**config.mk**
```make
export PLATFORM = sky130hd
export DESIGN_NAME = segment_fader_chaser_flat
export DESIGN_NICKNAME = d
export VERILOG_FILES = /design/src/rtl/segment_fader_chaser_if.sv /design/src/rtl/segment_fader_chaser.sv /design/src/flat_wrapper.sv
export SDC_FILE = /design/constraint.sdc
export NUM_CORES = 1
export LEC_CHECK = 0
export ABC_CLOCK_PERIOD_IN_PS = 8400
export CORE_MARGIN = 4
export CORE_UTILIZATION = 50
export CTS_CLUSTER_SIZE = 10
export DETAILED_ROUTE_END_ITERATION = 10
export GPL_TIMING_DRIVEN = 0
export PLACE_DENSITY = 0.68
export SYNTH_ARGS = -nofsm -noshare
export SYNTH_HDL_FRONTEND = slang
export SYNTH_HIERARCHICAL = 1
export SYNTH_SLANG_ARGS = --single-unit
```
**constraint.sdc**
```tcl
create_clock -name clk -period 8.4 [get_ports clk]
set_clock_uncertainty 0.2 [all_clocks]
set_input_delay 0.84 -clock clk [delete_from_list [all_inputs] [get_ports clk]]
set_output_delay 0.84 -clock clk [all_outputs]
set_load 0.005 [all_outputs]
```
**src/rtl/segment_fader_chaser_if.sv**
```systemverilog
// Control and display bundle for segment_fader_chaser: run-time controls in,
// registered LED pins, path position and step strobe out.
interface segment_fader_chaser_if #(
    parameter int CHANNELS = 8,
    parameter int PATH_LEN = 8
);
    localparam int PW = (PATH_LEN > 1) ? $clog2(PATH_LEN) : 1;

    logic                enable;
    logic [2:0]          speed;
    logic                direction;
    logic [1:0]          mode;
    logic                decay_mode;
    logic [CHANNELS-1:0] led_out;
    logic [PW-1:0]       pos;
    logic                step_pulse;

    modport master (
        output enable, speed, direction, mode, decay_mode,
        input  led_out, pos, step_pulse
    );

    modport slave (
        input  enable, speed, direction, mode, decay_mode,
        output led_out, pos, step_pulse
    );
endinterface

```
**src/rtl/segment_fader_chaser.sv**
```systemverilog
// Head-and-fading-tail chaser over a programmable LED path, one brightness
// lane per channel rendered through a shared free-running PWM counter.
module segment_fader_lane #(
    parameter int BRIGHT_WIDTH = 5,
    parameter bit COMMON_ANODE = 1'b1
) (
    input  logic                    clk,
    input  logic                    reset_n,
    input  logic                    clear,
    input  logic                    decay,
    input  logic                    decay_mode,
    input  logic                    force_max,
    input  logic [BRIGHT_WIDTH-1:0] pwm,
    output logic                    led_out
);
    logic [BRIGHT_WIDTH-1:0] bright_q, bright_d;
    logic                    led_q, led_d;

    always_comb begin
        bright_d = bright_q;
        if (clear) begin
            bright_d = '0;
        end else begin
            if (decay) begin
                if (decay_mode) bright_d = (bright_q == '0) ? '0 : bright_q - 1'b1;
                else            bright_d = bright_q >> 1;
            end
            // the head wins over decay when both land on the same edge
            if (force_max) bright_d = '1;
        end
        led_d = (bright_q > pwm) ^ COMMON_ANODE;
    end

    always_ff @(posedge clk) begin
        if (!reset_n) begin
            bright_q <= '0;
            led_q    <= COMMON_ANODE;
        end else begin
            bright_q <= bright_d;
            led_q    <= led_d;
        end
    end

    assign led_out = led_q;
endmodule

module segment_fader_chaser #(
    parameter int  CHANNELS           = 8,
    parameter int  PATH_LEN           = 8,
    localparam int IW                 = (CHANNELS > 1) ? $clog2(CHANNELS) : 1,
    localparam int PW                 = (PATH_LEN > 1) ? $clog2(PATH_LEN) : 1,
    parameter logic [IW*PATH_LEN-1:0] PATH = 24'hB93988,
    parameter int  STEP_COUNTER_WIDTH = 22,
    parameter int  BRIGHT_WIDTH       = 5,
    parameter bit  COMMON_ANODE       = 1'b1
) (
    input  logic                  clk,
    input  logic                  reset_n,
    segment_fader_chaser_if.slave bus
);
    typedef enum logic [1:0] {
        MODE_LOOP   = 2'b00,
        MODE_BOUNCE = 2'b01,
        MODE_HOLD   = 2'b10,
        MODE_BLANK  = 2'b11
    } mode_e;

    localparam int            SCW  = STEP_COUNTER_WIDTH;
    localparam logic [PW-1:0] LAST = PW'(PATH_LEN - 1);

    logic [SCW-1:0]          counter_q, counter_d;
    logic [PW-1:0]           pos_q, pos_d;
    logic                    bdir_q, bdir_d;
    logic [BRIGHT_WIDTH-1:0] pwm_q, pwm_d;
    logic                    step_pulse_q, step_pulse_d;

    logic [SCW-1:0]      period;
    logic                step;
    mode_e               mode_s;
    logic                head_on;
    logic [IW-1:0]       head_ch;
    logic [IW-1:0]       path_tbl [PATH_LEN];
    logic [CHANNELS-1:0] force_vec;
    logic [CHANNELS-1:0] led_vec;

    for (genvar p = 0; p < PATH_LEN; p++) begin : g_path
        assign path_tbl[p] = PATH[IW*p +: IW];
    end

    assign mode_s = mode_e'(bus.mode);
    assign period = {bus.speed, {(SCW-3){1'b1}}};

    always_comb begin
        // >= rather than == so that lowering speed mid-count steps at once
        step         = bus.enable && (counter_q >= period);
        step_pulse_d = step;
        counter_d    = counter_q;
        if (bus.enable) counter_d = step ? '0 : counter_q + 1'b1;

        pos_d  = pos_q;
        bdir_d = bdir_q;
        if (step) begin
            unique case (mode_s)
                MODE_LOOP: begin
                    if (bus.direction) pos_d = (pos_q == LAST) ? '0 : pos_q + 1'b1;
                    else               pos_d = (pos_q == '0) ? LAST : pos_q - 1'b1;
                end
                MODE_BOUNCE: begin
                    if (PATH_LEN > 1) begin
                        if (bdir_q) begin
                            if (pos_q == LAST) begin
                                bdir_d = 1'b0;
                                pos_d  = LAST - 1'b1;
                            end else begin
                                pos_d = pos_q + 1'b1;
                            end
                        end else begin
                            if (pos_q == '0) begin
                                bdir_d = 1'b1;
                                pos_d  = PW'(1);
                            end else begin
                                pos_d = pos_q - 1'b1;
                            end
                        end
                    end
                end
                default: ;
            endcase
        end

        pwm_d   = pwm_q + 1'b1;
        head_on = (mode_s != MODE_BLANK);
        head_ch = path_tbl[pos_d];
        for (int i = 0; i < CHANNELS; i++) begin
            force_vec[i] = head_on && (head_ch == IW'(i));
        end
    end

    always_ff @(posedge clk) begin
        if (!reset_n) begin
            counter_q    <= '0;
            pos_q        <= '0;
            bdir_q       <= 1'b1;
            pwm_q        <= '0;
            step_pulse_q <= 1'b0;
        end else begin
            counter_q    <= counter_d;
            pos_q        <= pos_d;
            bdir_q       <= bdir_d;
            pwm_q        <= pwm_d;
            step_pulse_q <= step_pulse_d;
        end
    end

    for (genvar i = 0; i < CHANNELS; i++) begin : g_lane
        segment_fader_lane #(
            .BRIGHT_WIDTH (BRIGHT_WIDTH),
            .COMMON_ANODE (COMMON_ANODE)
        ) u_lane (
            .clk        (clk),
            .reset_n    (reset_n),
            .clear      (mode_s == MODE_BLANK),
            .decay      (step),
            .decay_mode (bus.decay_mode),
            .force_max  (force_vec[i]),
            .pwm        (pwm_q),
            .led_out    (led_vec[i])
        );
    end

    assign bus.led_out    = led_vec;
    assign bus.pos        = pos_q;
    assign bus.step_pulse = step_pulse_q;
endmodule

```
**src/flat_wrapper.sv**
```systemverilog
// flat-port wrapper written by rule: the top's interface ports become plain ports
module segment_fader_chaser_flat 
#(
    parameter int  CHANNELS           = 8,
    parameter int  PATH_LEN           = 8,
    localparam int IW                 = (CHANNELS > 1) ? $clog2(CHANNELS) : 1,
    localparam int PW                 = (PATH_LEN > 1) ? $clog2(PATH_LEN) : 1,
    parameter logic [IW*PATH_LEN-1:0] PATH = 24'hB93988,
    parameter int  STEP_COUNTER_WIDTH = 22,
    parameter int  BRIGHT_WIDTH       = 5,
    parameter bit  COMMON_ANODE       = 1'b1
)
  (clk, reset_n, bus_enable, bus_speed, bus_direction, bus_mode, bus_decay_mode, bus_led_out, bus_pos, bus_step_pulse);
  segment_fader_chaser_if #(.CHANNELS(CHANNELS), .PATH_LEN(PATH_LEN)) bus_i ();
  input  logic clk;
  input  logic reset_n;
  input wire logic [$bits(bus_i.enable)-1:0] bus_enable;
  input wire logic [$bits(bus_i.speed)-1:0] bus_speed;
  input wire logic [$bits(bus_i.direction)-1:0] bus_direction;
  input wire logic [$bits(bus_i.mode)-1:0] bus_mode;
  input wire logic [$bits(bus_i.decay_mode)-1:0] bus_decay_mode;
  output wire logic [$bits(bus_i.led_out)-1:0] bus_led_out;
  output wire logic [$bits(bus_i.pos)-1:0] bus_pos;
  output wire logic [$bits(bus_i.step_pulse)-1:0] bus_step_pulse;
  assign bus_i.enable = bus_enable;
  assign bus_i.speed = bus_speed;
  assign bus_i.direction = bus_direction;
  assign bus_i.mode = bus_mode;
  assign bus_i.decay_mode = bus_decay_mode;
  assign bus_led_out = bus_i.led_out;
  assign bus_pos = bus_i.pos;
  assign bus_step_pulse = bus_i.step_pulse;
  segment_fader_chaser #(.CHANNELS(CHANNELS), .PATH_LEN(PATH_LEN), .PATH(PATH), .STEP_COUNTER_WIDTH(STEP_COUNTER_WIDTH), .BRIGHT_WIDTH(BRIGHT_WIDTH), .COMMON_ANODE(COMMON_ANODE)) u_core (.clk(clk), .reset_n(reset_n), .bus(bus_i));
endmodule
```
# After elaboration in Yosys (flattened, before gate mapping)

Memory sizes are Yosys's and may differ from the RTL's.
Index checks and enable logic that the tools add are counted.
Widths: inputs -> output; s select.

Flip-flop bits (word level): 80
Bits in read-only memories: 24
Output and inout bits: 12
Word-level logic and storage cells: 141
Input port bits: 10
Memories kept: 1

Memories:

| name             | words | bits a word | rd ports | clocked after Yosys merged registers in | wr ports | line                        | source |
|---|---|---|---|---|---|---|---|
| (name not given) | 8     | 3           | 1        | 0                                       | 0        | segment_fader_chaser.sv:133 | `head_ch = path_tbl[pos_d];` |

Add/sub/neg operators: 12
Magnitude comparators: 10
Mux-type cells: 46
Equal/unequal tests: 11
Bitwise gates (word level): 10
Reduce and logical (&&, ||, !) cells: 30

Operators by type and width:

| cell                  | number |
|---|---|
| $mux 5                | 32 |
| $gt 5x5->1            | 8 |
| $logic_not 5->1       | 8 |
| $sub 5x1->5 const B   | 8 |
| $mux 3                | 9 |
| $add 22x1->22 const B | 1 |
| $ge 22x22->1          | 1 |
| $mux 22               | 1 |
| $reduce_bool 2->1     | 8 |
| $eq 3x3->1 const B    | 5 |
| $logic_and 1x1->1     | 9 |
| $not 1->1             | 9 |
| $eq 3x2->1 const B    | 2 |
| $logic_not 3->1       | 2 |
| $pmux 3 s2            | 1 |
| $add 5x1->5 const B   | 1 |
| $ge 4x4->1 const B    | 1 |
| $not 3->4             | 1 |
| $add 3x1->3 const B   | 1 |
| $eq 3x1->1 const B    | 1 |
| $mux 1                | 3 |
| $sub 3x1->3 const B   | 1 |
| $eq 2x1->1 const B    | 1 |
| $eq 2x2->1 const B    | 1 |
| other kinds (4)       | 4 |

# Depth between registers and ports, before layout

Gate-level depths: netlist (run 1).

Depth in word-level cells: 12
Gate-level depth with buffers: 14

# Modules after synthesis

Netlist (run 1), hierarchy kept.

Modules (own cells, without submodules):

| module               | sequential area each (µm²) | cells an instance | area each (µm²) | times used |
|---|---|---|---|---|
| segment_fader_lane   | 120.1                      | 58                | 464.2           | 8 |
| segment_fader_chaser | 640.6                      | 213               | 1799.2          | 1 |

# Worst setup path before layout (run 1)

No wires, ideal clock.

Path type: input-to-reg
Start point: in bus_speed[1]
End point: reg u_core.g_lane[4].u_lane.bright_q[3]
Library setup time: 92 ps
Data arrival time: 3811 ps
Data required time: 8108 ps
Stages on the path: 13
Path buffers: 0
Setup slack: 4297 ps
Path through: inv_1 -> ha_1 -> nand4_1 -> or3_4 -> o31ai_2 -> nand2_1 -> a21oi_1 -> ha_1 -> and3_1 -> nor3_1 -> nand2b_1 -> nor4_1 -> nor4_1

Cells in the longest elaborated chain, start to end: 10
Elaborated cells between the ends (all ways): 11
Classes of those cells: order compare (1); eq/ne (1); mux (4); bitwise (1); reduce/logical (3); memory (1)

Ends and longest elaborated chain:

| what                                               | line                        | source |
|---|---|---|
| from (decl)                                        | flat_wrapper.sv:18          | `input wire logic [$bits(bus_i.speed)-1:0] bus_speed;` |
| $ge 22x22->1 *                                     | segment_fader_chaser.sv:95  | `step = bus.enable && (counter_q >= period);` |
| $logic_and 1x1->1 *                                | segment_fader_chaser.sv:95  |  |
| $mux 3 *                                           | segment_fader_chaser.sv:102 | `if (step) begin` |
| $not 3->4 (implied by the code) *                  | segment_fader_chaser.sv:133 |  |
| $mem_v2 8x3 *                                      | --                          |  |
| $mux 3 (implied by the code) * (2 in series)       | segment_fader_chaser.sv:133 |  |
| $eq 3x3->1 *                                       | segment_fader_chaser.sv:135 | `force_vec[i] = head_on && (head_ch == IW'(i));` |
| $logic_and 1x1->1 *                                | segment_fader_chaser.sv:135 |  |
| named net u_core.force_vec[4]                      | segment_fader_chaser.sv:83  | `logic [CHANNELS-1:0] force_vec;` |
| $mux 5 / $reduce_bool 2->1 (equally long branches) | --                          |  |
| to (signal assigned)                               | segment_fader_chaser.sv:39  | `bright_q <= bright_d;` |
| to (decl)                                          | segment_fader_chaser.sv:16  | `logic [BRIGHT_WIDTH-1:0] bright_q, bright_d;` |

Mark *: on every way through the listed nets, which the timed path passes. The rest lies on a longest branch. The select of a mux whose other input is x is not followed.
A chain may end at the register's enable or synchronous reset.

# Final worst setup path (run 1)

Same ends and word-level chain as after synthesis.

==> impl_metrics.tcl, run 1 <==
set metrics [dict create \
    nets 779 \
    met2WireLength_um 6090 \
    leakagePower_uw 0.00224 \
    power.switching_uw 200 \
    synth_top_area_cell "dfxtp_1" \
    postCtsSetupRepairBufs 0 \
    grt_max_degree 50 \
    drtAntennaViolNets 0 \
    clock-sinks 80 \
    routedWlPerCell_um 15.3 \
    wl_um 13000 \
    intPower_uw 617 \
    tightest_slew_ns 1.10 \
    critPathLaunchType "input port" \
    slew_headroom_pct 26.6 \
    area_growth_pct 11.1 \
    worstSetupEndpointType "flop" \
    ir_drop_uv 84.3 \
    drc 0 \
    die_area_sq_mm 0.0128 \
    antenna_cells 0 \
    drt_iter0_markers 369 \
    synthFlopType "dfxtp_1" \
    maxCapViolCount 0 \
    synth_cells 677 \
    clk_path_buf_depth 2 \
    wl_met3_um 499 \
    worstPathArrival_ns 4.98 \
    setup.worst_path.start "bus_speed[1]" \
    track_usage_pct 20.8 \
    finalCritPeriodShare_pct 58.4 \
    finalPower_uw 817 \
    htree_levels 3 \
    rsz0062_at_grt "no" \
    yosys.cell_count.top_type "inv_1" \
    min_period_ns 4.91 \
    r2r-end "u_core/g_lane[4].u_lane/bright_q[3]" \
    hp-class "reg -> reg" \
    io_buffers 20 \
    drt-met1-wl_um 6320 \
    grt_pass1_vias 4925 \
    synth_edf_count 0 \
    worstHoldStart "u_core/g_lane[3].u_lane/bright_q[4]" \
    slew_violations 0 \
    worstHoldEndpoint "u_core/g_lane[3].u_lane/bright_q[4]" \
    viasPerCell 5.99 \
    drt_pass1_iterations 5 \
    rrSetupSlack_ns 4.10 \
    timing.rr.start "u_core/counter_q[20]" \
    grt-ovfl-total 0 \
    netlist_area_sq_mm 0.00551 \
    die_w_um 113 \
    synthArstFlopShare_pct 0 \
    synthTopCellsByCount "inv_1 (81), dfxtp_1 (80), ha_1 (61), nor3_1 (48), nand2_1 (42)" \
    hold_violations 0 \
    combPwrFrac_pct 9.2 \
    finalSetupViolCount 0 \
    antenna_found_initial 0 \
    clk_latency_ns 0.36 \
    pin_count 22 \
    cts_hold_buf 0 \
    vias 5108 \
    p_seq_share_pct 48.5 \
    ys_seq_area_share_pct 29.1 \
    required_ns 8.47 \
    rows 38 \
    status "finished, final reports clean" \
    n_fill_cell 968 \
    dr.max_layer_used "met4" \
    ys_top_cells_by_area "dfxtp_1 (29%), ha_1 (14%), inv_1 (5.5%)" \
    cp_max_fo 9 \
    synthDistinctLibCells 49 \
    critPathKind "in -> reg" \
    ys_ff_latch 80 \
    clkSlewWorstSetupHoldPaths_ns 0.08 \
    whs_path_depth 2 \
    grt_pass1_wl_um 22400 \
    fmax_ghz 0.204 \
    swShare_pct 24.4 \
    r2r_cells 12 \
    die_height_um 113 \
    yosys_warnings 6 \
    syn_avg_cell_area_sq_um 8.14 \
    ctsResizeCount 0 \
    pwr-share-clk_pct 42.3 \
    hpwl_um 9250 \
    core_sq_mm 0.0108 \
    finalSetupTns_ns 0 \
    place.gp.congestion 0.855 \
    yosys.area.top_type_share_pct 29.1 \
    cts_buffers 9 \
    cts_root_buf "clkbuf_8" \
    syn-num-nets 748 \
    cts_tree "yes" \
    initial_utilization_pct 51.1 \
    drive_gt1_share_pct 5.89 \
    powerDensity_mw_per_mm2 133 \
]
## sequential cells by signal, indices dropped and copies added (netlist names)
signal and flops:
u_core/bdir_q 1, u_core/bus.pos 3, u_core/bus.step_pulse 1, u_core/counter_q 22
u_core/g_lane.u_lane/bright_q 40, u_core/g_lane.u_lane/led_out 8, u_core/pwm_q 5
## power groups by stage
stage | sequential (uW) | clock, uW | combinational, uW
5_1_grt | 398 | 368 | 85.8
4_1_cts | 396 | 353 | 75.3
2_1_floorplan | 402 | 0 | 47.9
3_5_place_dp | 405 | 0 | 74.9
6_report | 396 | 346 | 75.0
3_3_place_gp | 405 | 0 | 71.6
## layer usage
layer / vias to the layer above / GRT usage (%)
met4: 0 / 6.73
li1: 2532 / -
met3: 12 / 3.26
met1: 2451 / 27.1
met5: - / 0
met2: 113 / 35.1
## cells by family after synthesis
group	after synthesis	share of synthesized area (%)
AOI/OAI and AO/OA	114	14.7
xor gates and xnor gates	23	3.65
adders and majority gates	61	13.8
buffers and inverters	94	6.45
DFF	80	29.1
muxes	1	0.182
and+or+nand+nor	304	32.1
## final cells by class
class / count / area, sq um / share of cell area [%]
Multi-Input combinational cell: 503 / 3560 / 58.1
Sequential cell: 80 / 1600 / 26.1
Inverter: 81 / 304 / 4.96
Timing Repair Buffer: 20 / 200 / 3.27
Tap cell: 140 / 175 / 2.86
Clock buffer: 10 / 128 / 2.08
Clock inverter: 6 / 108 / 1.76
Buffer: 13 / 51.3 / 0.838
## cell usage in the layout (no fill, tap or decap), drive strengths merged, types with 24 or more instances in the layout
| cell type | count |
|---|---|
| inv | 81 |
| dfxtp | 80 |
| ha | 61 |
| nor3 | 48 |
| nand2 | 42 |
| nor2b | 38 |
| nor4 | 33 |
| nor2 | 31 |
| a21oi | 29 |
| a311oi | 24 |
## worst max-delay path by stage
stage	end	slack (ns)	cells after the start
floorplan	u_core/g_lane[4].u_lane/bright_q[3]	4.30	13
CTS	u_core/g_lane[4].u_lane/bright_q[3]	3.50	14
detailed placement	u_core/g_lane[4].u_lane/bright_q[3]	3.11	14
finish	u_core/g_lane[4].u_lane/bright_q[3]	3.49	14
global placement	u_core/g_lane[3].u_lane/bright_q[3]	3.14	10
global route	u_core/g_lane[4].u_lane/bright_q[3]	3.16	14
## worst max-delay path, stage by stage
cell	delay (ns)
clkdlybuf4s50_1	0.45
inv_1	0.05
ha_1	0.29
nand4_1	0.11
or3_4	0.39
o31ai_2	0.57
nand2_1	0.14
a21oi_1	0.32
ha_1	0.35
and3_1	0.18
nor3_1	0.62
nand2b_1	0.30
nor4_1	0.10
nor4_1	0.26
## per-stage QoR
step | hold WS (ns) | utilization [%] | area, sq um | instances | worst slack (ns)
after floorplan | 0.261 | - | 5510 | 677 | 4.30
after global placement | 0.284 | 54.6 | 5890 | 837 | 3.14
after detailed placement | 0.296 | 54.6 | 5890 | 837 | 3.11
after CTS | 0.309 | 56.7 | 6120 | 853 | 3.50
after global routing | 0.342 | 56.7 | 6120 | 853 | 3.16
final | 0.308 | 56.7 | 6120 | 853 | 3.49
(Power assumes the default switching activity.)
==> run 2: changes to the inputs <==
--- a/config.mk
+++ b/config.mk
@@ -5,7 +5,7 @@
 export SDC_FILE = /design/constraint.sdc
 export NUM_CORES = 1
 export LEC_CHECK = 0
-export ABC_CLOCK_PERIOD_IN_PS = 8400
+export ABC_CLOCK_PERIOD_IN_PS = 5000
 export CORE_MARGIN = 4
 export CORE_UTILIZATION = 50
 export CTS_CLUSTER_SIZE = 10
==> constraint.sdc (replaced) <==
create_clock -name clk -period 5 [get_ports clk]
set_clock_uncertainty 0.2 [all_clocks]
set_input_delay 0.5 -clock clk [delete_from_list [all_inputs] [get_ports clk]]
set_output_delay 0.5 -clock clk [all_outputs]
set_load 0.005 [all_outputs]
==> results of run 2 <==
Same layout as run 1 (identical final DEF). Status: finished, final reports clean.
Main changes from that run: setup slack after placement 3.11 ns -> 0.0482 ns; setup slack after layout 3.49 ns -> 0.430 ns; register-to-register setup slack 4.10 ns -> 0.70 ns; total power 817 uW -> 1370 uW; worst IR drop on VDD 84.3 uV -> 142 uV
==> run 3: changes to the inputs <==
--- a/config.mk
+++ b/config.mk
@@ -7,11 +7,9 @@
 export LEC_CHECK = 0
 export ABC_CLOCK_PERIOD_IN_PS = 5000
 export CORE_MARGIN = 4
-export CORE_UTILIZATION = 50
+export CORE_UTILIZATION = 45
 export CTS_CLUSTER_SIZE = 10
 export DETAILED_ROUTE_END_ITERATION = 10
-export GPL_TIMING_DRIVEN = 0
-export PLACE_DENSITY = 0.68
 export SYNTH_ARGS = -nofsm -noshare
 export SYNTH_HDL_FRONTEND = slang
 export SYNTH_HIERARCHICAL = 1
==> run 3 against run 2 <==
Effect of this change: power grew 10%; flip-flop and latch count unchanged; clock power is 24% higher; sequential power is essentially flat; core utilization down 4.8 points; final area up 2.0%; clock-buffer cell count is 2 higher; maximum frequency grew 9.7%; global-route usage down 2.0 points; sequential share of layout area down 0.50 points; largest power group is now clock.
==> impl_metrics.tcl, run 3 (same netlist as run 1, synthesis figures left out) <==
set metrics [dict create \
    drt_pass1_iterations 5 \
    maxCapViolCount 0 \
    vias 4979 \
    cts_hold_buf 0 \
    antenna_cells 0 \
    cp_max_fo 7 \
    finalPower_uw 1510 \
    largest-register "u_core/g_lane.u_lane/bright_q" \
    dp_cells 840 \
    critPathLaunchType "input port" \
    final_common_cell "inv_1" \
    critPathKind "in -> reg" \
    whs_path_depth 2 \
    fin_cells 855 \
    wl_um 12900 \
    rows 40 \
    rrSetupSlack_ns 1.14 \
    rsz0062_at_grt "no" \
    clk_path_buf_depth 2 \
    worstHoldStart "u_core/counter_q[1]" \
    cts_tree "yes" \
    cp_cell_sequence "clkdlybuf4s50_1, inv_1, ha_1, nand4_1, or3_4, o31a_1, nor3_1, a21oi_1, ha_1, nand3_1, a21oi_1, nand2b_1, nor4_1, nor4_1" \
    grt-ovfl-total 0 \
    die_height_um 119 \
    initial_utilization_pct 45.9 \
    fmax_ghz 0.240 \
    clk_latency_ns 0.34 \
    ctsResizeCount 0 \
    slew_headroom_pct 43.6 \
    required_ns 5.04 \
    worstPathArrival_ns 4.20 \
    layout_common_cells "inv_1 (81), dfxtp_1 (80), ha_1 (61)" \
    worstSetupEndpointType "flop" \
    tightest_slew_ns 0.846 \
    track_usage_pct 18.8 \
    r2r-end "u_core/g_lane[5].u_lane/bright_q[3]" \
    grt_pass1_wl_um 22100 \
    postCtsSetupRepairBufs 0 \
    largest_reg_flops 40 \
    finalSetupTns_ns 0 \
    ir_drop_uv 132 \
    io_buffers 21 \
    area_growth_pct 13.3 \
    min_period_ns 4.17 \
    cts_root_buf "clkbuf_16" \
    viasPerCell 5.82 \
    leakagePower_uw 0.00231 \
    r2r_cells 12 \
    powerDensity_mw_per_mm2 242 \
    antenna_found_initial 0 \
    whs_ns 0.303 \
    clkSlewWorstSetupHoldPaths_ns 0.06 \
    clock-sinks 80 \
    finalCritPeriodShare_pct 83.3 \
    finalSetupViolCount 0 \
    routedWlPerCell_um 15.1 \
    nets 775 \
    drt_iter0_markers 411 \
    core_sq_mm 0.0120 \
    htree_levels 3 \
    slew_violations 0 \
    critPathMaxStageDelay_ns 0.45 \
    timing.rr.start "u_core/counter_q[20]" \
    die_w_um 119 \
    cts_buffers 9 \
    critPathSlowestCell "clkdlybuf4s50_1" \
    grt_max_degree 73 \
    postLayoutCoreUtil_pct 52.0 \
    worstHoldEndpoint "u_core/counter_q[1]" \
    place.gp.congestion 0.840 \
    drc 0 \
    hpwl_um 9170 \
    pin_count 22 \
    drive_gt1_share_pct 6.64 \
    grt_pass1_vias 4648 \
    status "finished, final reports clean" \
    hold_violations 0 \
    drtAntennaViolNets 0 \
    die_area_sq_mm 0.0141 \
    hp-class "reg -> reg" \
]
run 3: cell type report:
cell class / count / area, sq um
repair buffers: 29 / 278
fillers: 1142 / 5770
multi-input cells: 503 / 3560
clock buffers: 12 / 256
clock inverters: 3 / 65.1
well taps: 147 / 184
flip-flops and latches: 80 / 1600
inverters: 81 / 304
run 3: per-stage QoR:
stage,setup WS (ns),area (sq um)
after CTS,0.871,6240
after global placement,0.692,5920
after global routing,0.502,6240
final,0.833,6240
after detailed placement,0.497,5920
after floorplan,1.24,5510
run 3: worst max-delay path by stage:
stage,start,end,depth (start not counted)
after global placement,bus_speed[1],u_core/g_lane[5].u_lane/bright_q[2],14
final,bus_speed[1],u_core/g_lane[5].u_lane/bright_q[3],14
after detailed placement,bus_speed[1],u_core/g_lane[5].u_lane/bright_q[3],14
after CTS,bus_speed[1],u_core/g_lane[5].u_lane/bright_q[3],14
after floorplan,bus_speed[1],u_core/g_lane[4].u_lane/bright_q[3],13
after global routing,bus_speed[1],u_core/g_lane[5].u_lane/bright_q[3],14
run 3: metal layers:
metal / wire, um / vias up / track usage (%) / share of wire, %
met3: 515 / 9 / 3.59 / 4.0
li1: - / 2529 / - / -
met4: 129 / 0 / 6.15 / 1.0
met1: 6350 / 2335 / 26.1 / 49
met2: 5920 / 106 / 29.3 / 46
met5: 0 / - / 0 / 0
run 3: power breakdown:
group	leakage, uW	total, uW	switching [uW]	internal [uW]
Clock	0.000159	719	258	461
Sequential	0.000648	667	15.9	651
Combinational	0.00150	126	70.1	55.8
run 3: critical path: cells and delay by family:
family                     cells  cell delay, ns
and+or+nand+nor                7            1.58
AOI/OAI and AO/OA              3            0.96
adders and majority gates      2            0.65
buffers and inverters          2            0.49
==> edit (flow settings as in run 2) <==
`COMMON_ANODE` is set to 1'b1 in 3 places; all go to 1'b0.
--- a/src/rtl/segment_fader_chaser.sv
+++ b/src/rtl/segment_fader_chaser.sv
@@ -4,3 +4,3 @@
     parameter int BRIGHT_WIDTH = 5,
-    parameter bit COMMON_ANODE = 1'b1
+    parameter bit COMMON_ANODE = 1'b0
 ) (
@@ -54,3 +54,3 @@
     parameter int  BRIGHT_WIDTH       = 5,
-    parameter bit  COMMON_ANODE       = 1'b1
+    parameter bit  COMMON_ANODE       = 1'b0
 ) (
--- a/src/flat_wrapper.sv
+++ b/src/flat_wrapper.sv
@@ -10,3 +10,3 @@
     parameter int  BRIGHT_WIDTH       = 5,
-    parameter bit  COMMON_ANODE       = 1'b1
+    parameter bit  COMMON_ANODE       = 1'b0
 )
Function: changed (a bounded check fails within 4 cycles, from zero or initial values and one cycle with reset_n low).
==> edit against run 2 <==
- sequential share of layout area is 0.18 points higher
- setup slack better by 0.054 ns
- core utilization is 0.64 points lower
- combinational power is 5% higher
- wire length is 0.41% lower
- final area is 0.69% lower
- synthesized area is 0.36% higher
- total power is 10% lower
- sequential cell count stayed put
- critical path type unchanged
- critical endpoint is now u_core/g_lane[6].u_lane/bright_q[2]$_SDFFE_PP0P_
- highest routed layer unchanged
==> edit: results (changes against run 2) <==
----------------------------------------------------
[Detailed routing]
  Total wire length ... 12980 um (-0.41%)
  Via density per instance ... 5.920 (-1.1%)
  DRT iter0 DRCs ... 357 (-3.3%)

[Cells and area]
  Reg with most FFs ... u_core/g_lane.u_lane/bright_q
  Fill count ... 1016 (+5.0%)
  Proportion of layout cells with a drive suffix above 1 ... 0.07153 (+0.01262)

[Setup path]
  Largest stage delay on the critical path ... 0.68 ns (+0.06 ns)
  Register-to-Register Setup Slack ... 0.74 ns (+0.04 ns)
  Arrival time reported for the critical path endpoint ... 4.59 ns (-0.05 ns)
  Last element of the critical path ... u_core/g_lane[6].u_lane/bright_q[2]$_SDFFE_PP0P_
  Maximum fanout along the worst path ... 9 (unchanged)

[Logic synthesis]
  Ranking of synthesized cells by area ... sky130_fd_sc_hd__dfxtp_1 29%, sky130_fd_sc_hd__ha_1 14%, sky130_fd_sc_hd__inv_1 5.5%
  Netlist cell types ... 50 (+2.0%)
  Mapped Avg Cell Area ... 8.173 um^2 (+0.36%)
  Part of the Yosys area used for sequential elements ... 0.2895 (-0.001051)

[Outcome]
  Run status ... complete, no violations

[Placement]
  Cell area after placement ... 0.005909 mm^2 (+0.34%)
  Worst-case setup slack after placement ... 0.08728 ns (+0.03908 ns)
  Gp weighted congestion ... 0.8262 (-3.4%)
  Inst Count DP ... 837 (unchanged)
  Final HPWL DP ... 9264 um (+0.14%)

[Power]
  Combinational share of power ... 0.107 (+0.015)
  Total leakage power ... 2.224 nW (-0.58%)
  Power per standard cell area ... 202.6 mW/mm^2 (-9.6%)
  Worst IR drop on VDD ... 143.5 uV (+1.4%)
  Sequential-cell power consumption ... 0.665 mW (about the same)
  Net switching power ... 0.3435 mW (+2.4%)

[Global route]
  Total Routing Usage GR ... 0.2071 (-0.0005677)
  First-pass GRT wire length ... 22310 um (-0.53%)
  Vias in the first global route ... 4870 (-1.1%)
  Antenna violations before repair ... 0 (unchanged)

[Timing]
  Transition at the pin with the smallest max-transition slack ... 1.154 ns (+0.05656 ns)
  Peak clock frequency supported by timing ... 221.5 MHz (+1.2%)

[Min path]
  Launch instance of the worst min-delay path ... u_core/g_lane[7].u_lane/bright_q[4]$_SDFFE_PP0P_

----------------------------------------------------
## edit: routing by layer
layer  routed length (um)  share of wire  GRT usage
met1                 6147           0.47     0.2679
met2                 6075           0.47     0.3456
met3                  536          0.041    0.03476
met4                  221          0.017    0.07853
met5                    0              0          0
## edit: cell type report
class	count	area, um^2	share of cell area
flip-flops and latches	80	1602	0.2633
inverters	81	304.0	0.04999
clock inverters	7	48.80	0.008023
repair buffers	20	200.2	0.03292
clock buffers	9	123.9	0.02037
plain buffers	13	51.30	0.008434
well taps	140	175.2	0.02880
multi-input cells	503	3577	0.5882
## edit: how the worst min path moves through the flow
stage                                                       end  slack [ns]  cells past startpoint
2_1_floorplan  u_core/g_lane[0].u_lane/bright_q[4]$_SDFFE_PP0P_        0.26                      2
4_1_cts        u_core/g_lane[7].u_lane/bright_q[4]$_SDFFE_PP0P_        0.30                      2
3_3_place_gp   u_core/g_lane[7].u_lane/bright_q[4]$_SDFFE_PP0P_        0.29                      2
3_5_place_dp   u_core/g_lane[7].u_lane/bright_q[4]$_SDFFE_PP0P_        0.29                      2
6_report       u_core/g_lane[7].u_lane/bright_q[4]$_SDFFE_PP0P_        0.30                      2
5_1_grt        u_core/g_lane[7].u_lane/bright_q[4]$_SDFFE_PP0P_        0.34                      2
## edit: logic make-up (layout without fill, tap and decap cells)
group | after synthesis | count (layout) | synth area share
buffers and inverters | 94 | 130 | 0.06422
adder cells (fa/ha/maj) | 61 | 61 | 0.1379
flip-flops | 80 | 80 | 0.2895
multiplexers | 1 | 1 | 0.001809
AO/OA/AOI/OAI | 114 | 114 | 0.1499
AND/OR/NAND/NOR | 304 | 304 | 0.3202
XOR/XNOR | 23 | 23 | 0.03641
